[src/rtl/priv_trap_sequencer.sv]
// Orders trap entry / trap return: drain the pipeline, grant a one-cycle CSR commit window,
// then hold the redirect PC toward fetch until it is accepted. Min latency request->insert_pc is 3 cycles.
module priv_trap_sequencer #(
   parameter int DRAIN_TIMEOUT = 64,
   parameter int TRAP_CNT_W    = 16
) (
   input  logic                  CLK,
   input  logic                  RST,
   input  logic                  intr,
   input  logic                  intr_to_s,
   input  logic                  mret,
   input  logic                  sret,
   input  logic                  pipe_clear,
   input  logic                  ex_mem_stall,
   input  logic [31:0]           curr_mtvec,
   input  logic [31:0]           curr_stvec,
   input  logic [31:0]           curr_mepc,
   input  logic [31:0]           curr_sepc,
   input  logic [31:0]           next_mcause,
   input  logic [31:0]           next_scause,
   input  logic                  pc_accept,
   output logic                  insert_pc,
   output logic [31:0]           priv_pc,
   output logic                  csr_commit,
   output logic                  trap_busy,
   output logic                  drain_timeout,
   output logic [TRAP_CNT_W-1:0] trap_count
);

   localparam logic [1:0] S_IDLE     = 2'd0;
   localparam logic [1:0] S_DRAIN    = 2'd1;
   localparam logic [1:0] S_COMMIT   = 2'd2;
   localparam logic [1:0] S_REDIRECT = 2'd3;

   // kind[1] set means a return; traps are the low two encodings
   localparam logic [1:0] K_TRAP_M = 2'd0;
   localparam logic [1:0] K_TRAP_S = 2'd1;
   localparam logic [1:0] K_RET_M  = 2'd2;
   localparam logic [1:0] K_RET_S  = 2'd3;

   localparam int              CNT_W    = $clog2(DRAIN_TIMEOUT);
   localparam logic [CNT_W-1:0] CNT_LAST = CNT_W'(DRAIN_TIMEOUT - 1);

   logic [1:0]       state;
   logic [1:0]       kind;
   logic [31:0]      cause;
   logic [CNT_W-1:0] drain_cnt;

   logic [31:0] tvec;
   logic [31:0] vec_off;
   logic [31:0] trap_pc;
   logic [31:0] target_pc;
   logic [1:0]  trap_kind;
   logic [31:0] trap_cause;

   assign trap_kind  = intr_to_s ? K_TRAP_S : K_TRAP_M;
   assign trap_cause = intr_to_s ? next_scause : next_mcause;

   always_comb begin
      tvec      = (kind == K_TRAP_S) ? curr_stvec : curr_mtvec;
      vec_off   = {1'b0, cause[30:0]} << 2;
      trap_pc   = tvec & 32'hFFFF_FFFC;
      if (tvec[1:0] == 2'b01 && cause[31])
         trap_pc = trap_pc + vec_off;
      case (kind)
         K_RET_M: target_pc = curr_mepc & 32'hFFFF_FFFC;
         K_RET_S: target_pc = curr_sepc & 32'hFFFF_FFFC;
         default: target_pc = trap_pc;
      endcase
   end

   always_ff @(posedge CLK) begin
      if (RST) begin
         state         <= S_IDLE;
         kind          <= K_TRAP_M;
         cause         <= '0;
         drain_cnt     <= '0;
         priv_pc       <= '0;
         drain_timeout <= 1'b0;
         trap_count    <= '0;
      end else begin
         case (state)
            S_IDLE: begin
               if (intr || mret || sret) begin
                  kind      <= intr ? trap_kind : (mret ? K_RET_M : K_RET_S);
                  cause     <= trap_cause;
                  drain_cnt <= '0;
                  state     <= S_DRAIN;
               end
            end
            S_DRAIN: begin
               drain_cnt <= drain_cnt + 1'b1;
               // A trap arriving during a return drain takes over; the drain budget keeps running
               if (intr && kind[1]) begin
                  kind  <= trap_kind;
                  cause <= trap_cause;
               end
               if (pipe_clear && !ex_mem_stall) begin
                  state <= S_COMMIT;
               end else if (drain_cnt == CNT_LAST) begin
                  state         <= S_COMMIT;
                  drain_timeout <= 1'b1;
               end
            end
            S_COMMIT: begin
               priv_pc <= target_pc;
               state   <= S_REDIRECT;
            end
            default: begin
               if (pc_accept) begin
                  state <= S_IDLE;
                  if (!kind[1])
                     trap_count <= trap_count + 1'b1;
               end
            end
         endcase
      end
   end

   assign insert_pc  = (state == S_REDIRECT);
   assign csr_commit = (state == S_COMMIT);
   assign trap_busy  = (state != S_IDLE);

endmodule
[config.mk]
export PLATFORM = sky130hd
export DESIGN_NAME = priv_trap_sequencer
export DESIGN_NICKNAME = d
export VERILOG_FILES = /design/src/rtl/priv_trap_sequencer.sv
export SDC_FILE = /design/constraint.sdc
export NUM_CORES = 1
export LEC_CHECK = 0
export CAP_MARGIN = 20
export CORE_MARGIN = 2
export CORE_UTILIZATION = 27
export DETAILED_ROUTE_END_ITERATION = 16
export PLACE_DENSITY_LB_ADDON = 0.15
export SETUP_SLACK_MARGIN = 0.4
export SYNTH_ARGS = -nofsm -noshare
export SYNTH_HDL_FRONTEND = slang
export SYNTH_SLANG_ARGS = --single-unit
[constraint.sdc]
create_clock -name CLK -period 4.6 [get_ports CLK]
set_input_delay 0.92 -clock CLK [delete_from_list [all_inputs] [get_ports CLK]]
set_output_delay 0.92 -clock CLK [all_outputs]
set_load 0.01 [all_outputs]
==> results of run 1 <==
area by class of cell:
cell class / count / area [sq um] / area share (%)
clock buffer: 9 / 225 / 2.33
clock inverter: 7 / 78.8 / 0.816
inverter: 17 / 63.8 / 0.661
multi-input combinational: 651 / 4590 / 47.5
sequential: 88 / 1760 / 18.3
tap: 324 / 405 / 4.20
timing repair buffer: 257 / 2530 / 26.2
registers in the layout (all words and copies together) (netlist names):
name,cells
cause,31
drain_cnt,6
drain_timeout,1
kind,2
priv_pc,30
state,2
trap_count,16
layer usage:
metal  routed length (um)  vias to the layer above
li1                     -                     3403
met3                 1050                       24
met1                11200                     2991
met2                11000                      164
met4                  459                        0
met5                    0                        -
power breakdown:
part           internal [mW]  total [mW]  switching, mW
clock network          0.384       0.760          0.376
registers              0.985        1.14          0.151
logic                   1.48        3.42           1.94
total                   2.85        5.32           2.46
per-stage QoR:
step	utilization, %	setup slack [ps]	power, mW	cell area, sq um
6_report	39.8	813	5.32	9660
5_1_grt	39.8	585	5.78	9660
4_1_cts	39.8	824	5.37	9660
3_5_place_dp	38.6	627	4.59	9350
3_3_place_gp	38.6	643	4.58	9350
2_1_floorplan	-	1230	3.56	6640
placed cells by master (no fill, tap or decap), types with 4 or more instances in the layout:
cell / n
sky130_fd_sc_hd__a21oi_1: 58
sky130_fd_sc_hd__a21o_1: 13
sky130_fd_sc_hd__nor2b_1: 10
sky130_fd_sc_hd__buf_4: 13
sky130_fd_sc_hd__clkbuf_16: 9
sky130_fd_sc_hd__o21a_1: 4
sky130_fd_sc_hd__mux2_2: 39
sky130_fd_sc_hd__clkinv_4: 4
sky130_fd_sc_hd__dfxtp_1: 87
sky130_fd_sc_hd__o211ai_1: 7
sky130_fd_sc_hd__nand3_1: 19
sky130_fd_sc_hd__o21bai_1: 4
sky130_fd_sc_hd__mux2i_1: 59
sky130_fd_sc_hd__nor2_1: 97
sky130_fd_sc_hd__a31oi_1: 10
sky130_fd_sc_hd__nand2_1: 61
sky130_fd_sc_hd__or3_1: 9
sky130_fd_sc_hd__xnor2_1: 12
sky130_fd_sc_hd__o21ai_0: 31
sky130_fd_sc_hd__nor3_1: 7
sky130_fd_sc_hd__o2bb2ai_1: 4
sky130_fd_sc_hd__nand2b_1: 8
sky130_fd_sc_hd__inv_1: 16
sky130_fd_sc_hd__xor2_1: 17
sky130_fd_sc_hd__o22ai_1: 5
sky130_fd_sc_hd__o21ai_1: 5
sky130_fd_sc_hd__nand4_1: 9
sky130_fd_sc_hd__and3_1: 8
sky130_fd_sc_hd__ha_1: 39
sky130_fd_sc_hd__a211oi_1: 43
sky130_fd_sc_hd__clkdlybuf4s50_1: 242
sky130_fd_sc_hd__nor3b_1: 4
worst max-delay path: cells and delay by family (launching register included):
kind                     cells  cell delay [ps]
flip-flops                   1              340
buffers and inverters        3              410
XOR/XNOR                     1              180
multiplexers                 1              380
AO/OA/AOI/OAI                6             1410
adder cells (fa/ha/maj)      2              420
AND/OR/NAND/NOR              2              490
cells by family after synthesis:
family,synth area share (%)
and+or+nand+nor,17.5
AOI/OAI and AO/OA,24.3
muxes,15.5
DFF,26.6
buffers and inverters,4.53
adders and majority gates,7.66
xor gates and xnor gates,3.83
other,0.0565
cells in the mapped netlist, drive strengths merged (2+ instances only):
cell type,number
nor2,97
dfxtp,88
a21oi,64
nand2,61
mux2i,59
a211oi,43
o21ai,40
ha,39
mux2,39
clkbuf,37
nand3,19
buf,18
inv,17
xor2,17
a21o,13
xnor2,12
a31oi,11
nor2b,10
nand4,9
or3,9
and3,8
nand2b,8
o211ai,8
nor3,7
a311oi,5
nor3b,5
o22ai,5
o21a,4
o21bai,4
o2bb2ai,4
o311ai,4
a211o,3
a21boi,3
o31ai,3
or2,3
a2111oi,2
a31o,2
a41oi,2
and4,2
nand3b,2
o221ai,2
or4,2
worst paths after layout:
kind	start	to	slack, ps	cells past startpoint
worst min-delay path	priv_pc[24]	priv_pc[24]	460	2
worst max register to register	kind[1]	priv_pc[30]	810	15
worst max-delay path	kind[1]	priv_pc[30]	810	15
worst min register to register	priv_pc[24]	priv_pc[24]	460	2
==> qor.csv, run 1 <==
stage,metric,value,unit
synthesis,Synth Warn #,0,
clocking,maximum buffer depth of the clock tree,2,
clocking,clock latency at the later pin of the worst-skew pair,350,ps
finish,"Net count, final",1265,
synthesis,Post-synth ARST share,0,%
worst_hold_path,class of the tightest hold or removal check,flip-flop to flip-flop,
clocking,number of buffers created by CTS,9,
power,static leakage,3.69,nW
global_route,via count of the first global-routing pass,6493,
timing,Slew headroom,47.2,%
timing,number of endpoints failing setup at the final stage,0,
power,Cell Pwr Density,550,nW/um^2
routing,number of nets with antenna violations after routing,0,
clocking,number of buffers added for setup after CTS,0,
place,input/output buffers,244,
global_route,busiest metal layer after global routing,met2,
routing,number of remaining DRC errors,0,
synthesis,Synth area leaders,"sky130_fd_sc_hd__dfxtp_1 27%, sky130_fd_sc_hd__mux2i_1 8.9%, sky130_fd_sc_hd__ha_1 7.4%",
routing,DRT Wirelength,23.7,mm
routing,per-cell routed wire length,17.5,um
timing,RSZ-0062 raised after global routing,false,
global_route,global routing usage on met1,24.4,%
floorplan,die footprint,25800,sq um
finish,"number of standard cells in the layout, taps in and fillers out",1353,
place,last weighted congestion value of the routability-driven placer,0.862,
clocking,hold bufs inserted after CTS,0,
timing,Hold WS,461,ps
floorplan,Site Rows,57,
floorplan,initial core utilization,27.4,%
setup_path,arrival time of the worst setup path,4020,ps
setup_path,Worst setup SP type,flip-flop,
synthesis,number of distinct library cells after synthesis,80,
clocking,Clock H-tree levels,3,
routing,number of iterations in the first detailed-routing pass,4,
synthesis,synthesized flop and latch total,88,
timing,Final Hold Vio Count,0,
global_route,maximum number of pins on one net before global-route repair,61,
finish,Area growth syn-to-layout,45.6,%
global_route,met2 GRT Util,30.2,%
setup_path,crit path kind,flip-flop to flip-flop,
synthesis,top flip-flop cell by instance count after synthesis,sky130_fd_sc_hd__dfxtp_1,
synthesis,Post-Synthesis Cell Area,6640,sq um
global_route,All-Layer GR Usage,18.1,%
timing,Final Critical Period,3790,ps
synthesis,sequential cell area fraction in the yosys report,26.6,%
clocking,clock slew at the register clock pins of the worst setup and hold paths,70,ps
floorplan,Chip Width,161,um
floorplan,die outline height,161,um
floorplan,boundary pin count,253,
clocking,CTS resizes,0,
place,number of placed instances with taps included,1337,
setup_path,cell with the largest stage delay on the worst path,sky130_fd_sc_hd__nand2_1,
clocking,TritonCTS clock tree,yes,
clocking,root buffer cell,sky130_fd_sc_hd__clkbuf_16,
job,max-capacitance violation count,0,
global_route,total congestion overflow,0,
setup_path,maximum fanout encountered on the critical timing path,9,
timing,share of the clock period used by the worst path,82.3,%
timing,slew at the pin with the worst max-slew slack,790,ps
finish,antenna diode count,0,
global_route,number of antenna violations at the first check in global routing,0,
setup_path,chain of cells forming the critical path,"inv_2, nand2_1, buf_4, mux2_2, ha_1, inv_1, fa_1, nor2b_1, o21bai_1, a21o_1, o211ai_2, o211ai_1, a31oi_1, xor2_1, o311a_1",
synthesis,Post-synth EDFFs,0,
routing,per-cell via count in the routed design,4.86,
global_route,global routing usage on met3,2.45,%
timing,Final Slew Violations,0,
global_route,first-pass GRT wire length,36.6,mm
timing,maximum clock frequency,0.264,GHz
setup_path,"Largest stage delay, worst path",420,ps
power,worst vdd ir,0.000190,V
routing,via count of the routed design,6582,
synthesis,synthesized netlist cell count,810,
synthesis,cell taking the most area after synthesis,sky130_fd_sc_hd__dfxtp_1,
synthesis,share of the synthesized area in the top cell type,26.6,%
clocking,number of sinks driven by the clock tree,88,
outcome,run status,finished clean,
floorplan,core area,24200,sq um
finish,final-layout fill cell count,2494,
synthesis,average cell area after synthesis,8.19,sq um
routing,Starting DRT DRC Count,325,
timing,setup total negative slack,0,ps
setup_path,sort of element at the end of the critical path,flip-flop,
timing,clock tree skew after final layout,9.92,ps
finish,share of layout cells above drive strength 1,9.33,%
place,estimated wirelength of the detail-placed design,18.2,mm
setup_path,worst path required time,4840,ps
No activity file was read; power rests on OpenSTA's default activity.
==> run 2: changes to the inputs <==
==> constraint.sdc (replaced) <==
create_clock -name CLK -period 3.3 [get_ports CLK]
set_input_delay 0.66 -clock CLK [delete_from_list [all_inputs] [get_ports CLK]]
set_output_delay 0.66 -clock CLK [all_outputs]
set_load 0.01 [all_outputs]
==> qor.csv, run 2 (synthesized netlist as in run 1, its figures left out) <==
stage,metric,value,unit
job,max-capacitance violation count,0,
finish,share of layout cells above drive strength 1,21.5,%
worst_hold_path,class of the tightest hold or removal check,flip-flop to flip-flop,
routing,via count of the routed design,7017,
finish,Layout Utilization,45.0,%
timing,RSZ-0062 raised after global routing,true,
clocking,hold bufs inserted after CTS,0,
finish,"commonest cells after routing, fill and taps aside","239 x sky130_fd_sc_hd__clkdlybuf4s50_1, 97 x sky130_fd_sc_hd__nor2_1, 91 x sky130_fd_sc_hd__buf_4",
floorplan,die footprint,25800,sq um
clocking,number of buffers created by CTS,9,
outcome,run status,finished clean,
finish,flip-flop count of the largest register after layout,31,
timing,setup total negative slack,0,ps
routing,per-cell via count in the routed design,4.88,
global_route,number of antenna violations at the first check in global routing,0,
place,last weighted congestion value of the routability-driven placer,0.838,
routing,number of iterations in the first detailed-routing pass,5,
routing,DRT Wirelength,24.8,mm
global_route,via count of the first global-routing pass,6925,
timing,maximum clock frequency,0.328,GHz
floorplan,core area,24200,sq um
timing,slew at the pin with the worst max-slew slack,925,ps
power,static leakage,4.28,nW
place,estimated wirelength of the detail-placed design,18.8,mm
timing,Final Slew Violations,0,
timing,Slew headroom,38.4,%
routing,routed metal-1 wirelength,11.3,mm
clocking,TritonCTS clock tree,yes,
routing,number of remaining DRC errors,0,
clocking,Clock H-tree levels,3,
routing,routed length on met3,1.21,mm
finish,largest registers ranked by flip-flop count,"cause (31), priv_pc (30), trap_count (16)",
floorplan,boundary pin count,253,
setup_path,arrival time of the worst setup path,3300,ps
setup_path,maximum fanout encountered on the critical timing path,4,
routing,per-cell routed wire length,17.2,um
floorplan,initial core utilization,27.4,%
timing,clock tree skew after final layout,9.47,ps
power,Cell Pwr Density,827,nW/um^2
global_route,first-pass GRT wire length,38.3,mm
finish,Area growth syn-to-layout,64.5,%
place,input/output buffers,244,
place,number of placed instances with taps included,1406,
routing,met2 wirelength from detailed routing,11.9,mm
global_route,All-Layer GR Usage,18.9,%
setup_path,sort of element at the end of the critical path,flip-flop,
timing,Final Critical Period,3050,ps
finish,antenna diode count,0,
clocking,number of sinks driven by the clock tree,88,
timing,Final WS setup,249,ps
routing,number of nets with antenna violations after routing,0,
timing,Final Hold Vio Count,0,
clocking,clock latency at the later pin of the worst-skew pair,360,ps
finish,"leading cell type in the layout, fill and taps excluded",sky130_fd_sc_hd__clkdlybuf4s50_1,
routing,Starting DRT DRC Count,252,
timing,share of the clock period used by the worst path,92.4,%
floorplan,die outline height,161,um
clocking,root buffer cell,sky130_fd_sc_hd__clkbuf_16,
setup_path,Worst setup SP type,input pin,
clocking,clock slew at the register clock pins of the worst setup and hold paths,70,ps
power,worst vdd ir,0.000345,V
global_route,total congestion overflow,0,
clocking,maximum buffer depth of the clock tree,2,
setup_path,worst path required time,3550,ps
finish,"Net count, final",1351,
floorplan,Site Rows,57,
floorplan,Chip Width,161,um
routing,top sig layer,met4,
finish,"number of standard cells in the layout, taps in and fillers out",1439,
place,DP Worst Slack,-278,ps
timing,number of endpoints failing setup at the final stage,0,
finish,most flop-heavy register,cause,
setup_path,crit path kind,input pin to flip-flop,
global_route,maximum number of pins on one net before global-route repair,77,
-- run 2: changes by cell type in the layout (fill, tap and decap cells not counted), moves of 4 or more --
| cell | delta |
|---|---|
| sky130_fd_sc_hd__a21oi_1 | -11 |
| sky130_fd_sc_hd__a21oi_2 | +8 |
| sky130_fd_sc_hd__buf_4 | +78 |
| sky130_fd_sc_hd__buf_6 | +4 |
| sky130_fd_sc_hd__ha_1 | -17 |
| sky130_fd_sc_hd__ha_4 | +17 |
| sky130_fd_sc_hd__mux2_2 | -14 |
| sky130_fd_sc_hd__mux2_4 | +14 |
| sky130_fd_sc_hd__o21ai_0 | -4 |
-- run 2: metal layers --
metal  track usage (%)  vias to the layer above
li1                  -                     3579
met1              24.7                     3258
met2              32.7                      162
met3              2.56                       18
met4              5.28                        0
met5                 0                        -
-- run 2: area by class of cell --
type	instances	area [sq um]
Multi-Input combinational cell	651	5140
Timing Repair Buffer	343	3250
Inverter	17	66.3
Tap cell	324	405
Clock inverter	7	68.8
Clock buffer	9	225
Fill cell	2441	13300
Sequential cell	88	1760
-- run 2: worst paths after layout --
kind                       to  depth (start not counted)  slack [ps]      startpoint
hold / removal    priv_pc[24]                          2         450     priv_pc[24]
hold reg to reg   priv_pc[24]                          2         450     priv_pc[24]
setup reg to reg  priv_pc[28]                         16         250         kind[1]
setup / recovery  priv_pc[31]                         12         250  curr_stvec[13]
-- run 2: power breakdown --
group / leakage, nW / internal, mW / switching [mW]
registers: 0.721 / 1.37 / 0.252
clock network: 0.146 / 0.535 / 0.533
logic: 3.41 / 3.16 / 3.18
total: 4.28 / 5.06 / 3.96
-- run 2: worst max-delay path, stage by stage --
cell and delay [ps]:
sky130_fd_sc_hd__clkdlybuf4s50_1 400, sky130_fd_sc_hd__mux2_4 300, sky130_fd_sc_hd__ha_4 290, sky130_fd_sc_hd__nand4_1 190, sky130_fd_sc_hd__o31ai_4 310, sky130_fd_sc_hd__a31oi_4 50, sky130_fd_sc_hd__buf_4 160, sky130_fd_sc_hd__and2_2 180
sky130_fd_sc_hd__a211o_1 290, sky130_fd_sc_hd__o211ai_1 170, sky130_fd_sc_hd__mux2i_1 220, sky130_fd_sc_hd__nand2_1 70
-- run 2: stage by stage --
| stage | cell area, sq um | total power, mW | hold slack [ps] |
|---|---|---|---|
| 5_1_grt | 10900 | 9.74 | 473 |
| 3_5_place_dp | 10100 | 7.33 | 450 |
| 4_1_cts | 10700 | 8.82 | 460 |
| 6_report | 10900 | 9.03 | 455 |
| 3_3_place_gp | 10100 | 7.30 | 442 |
| 2_1_floorplan | 6890 | 5.27 | 471 |
-- run 2: what timing repair did --
action | 4_1_cts | 5_1_grt
gates cloned | 1 | 0
buffers inserted | 11 | 5
hold endpoints to repair | 0 | 0
endpoints found under the setup margin | 21 | 21
resized for setup | 41 | 31
pin swaps | 28 | 31
==> run 3: changes to the inputs <==
--- a/config.mk
+++ b/config.mk
@@ -5,7 +5,7 @@
 export SDC_FILE = /design/constraint.sdc
 export NUM_CORES = 1
 export LEC_CHECK = 0
-export CAP_MARGIN = 20
+export CAP_MARGIN = 5
 export CORE_MARGIN = 2
 export CORE_UTILIZATION = 27
 export DETAILED_ROUTE_END_ITERATION = 16
==> results of run 3 <==
Final layout, timing and power as in run 2 (identical DEF).
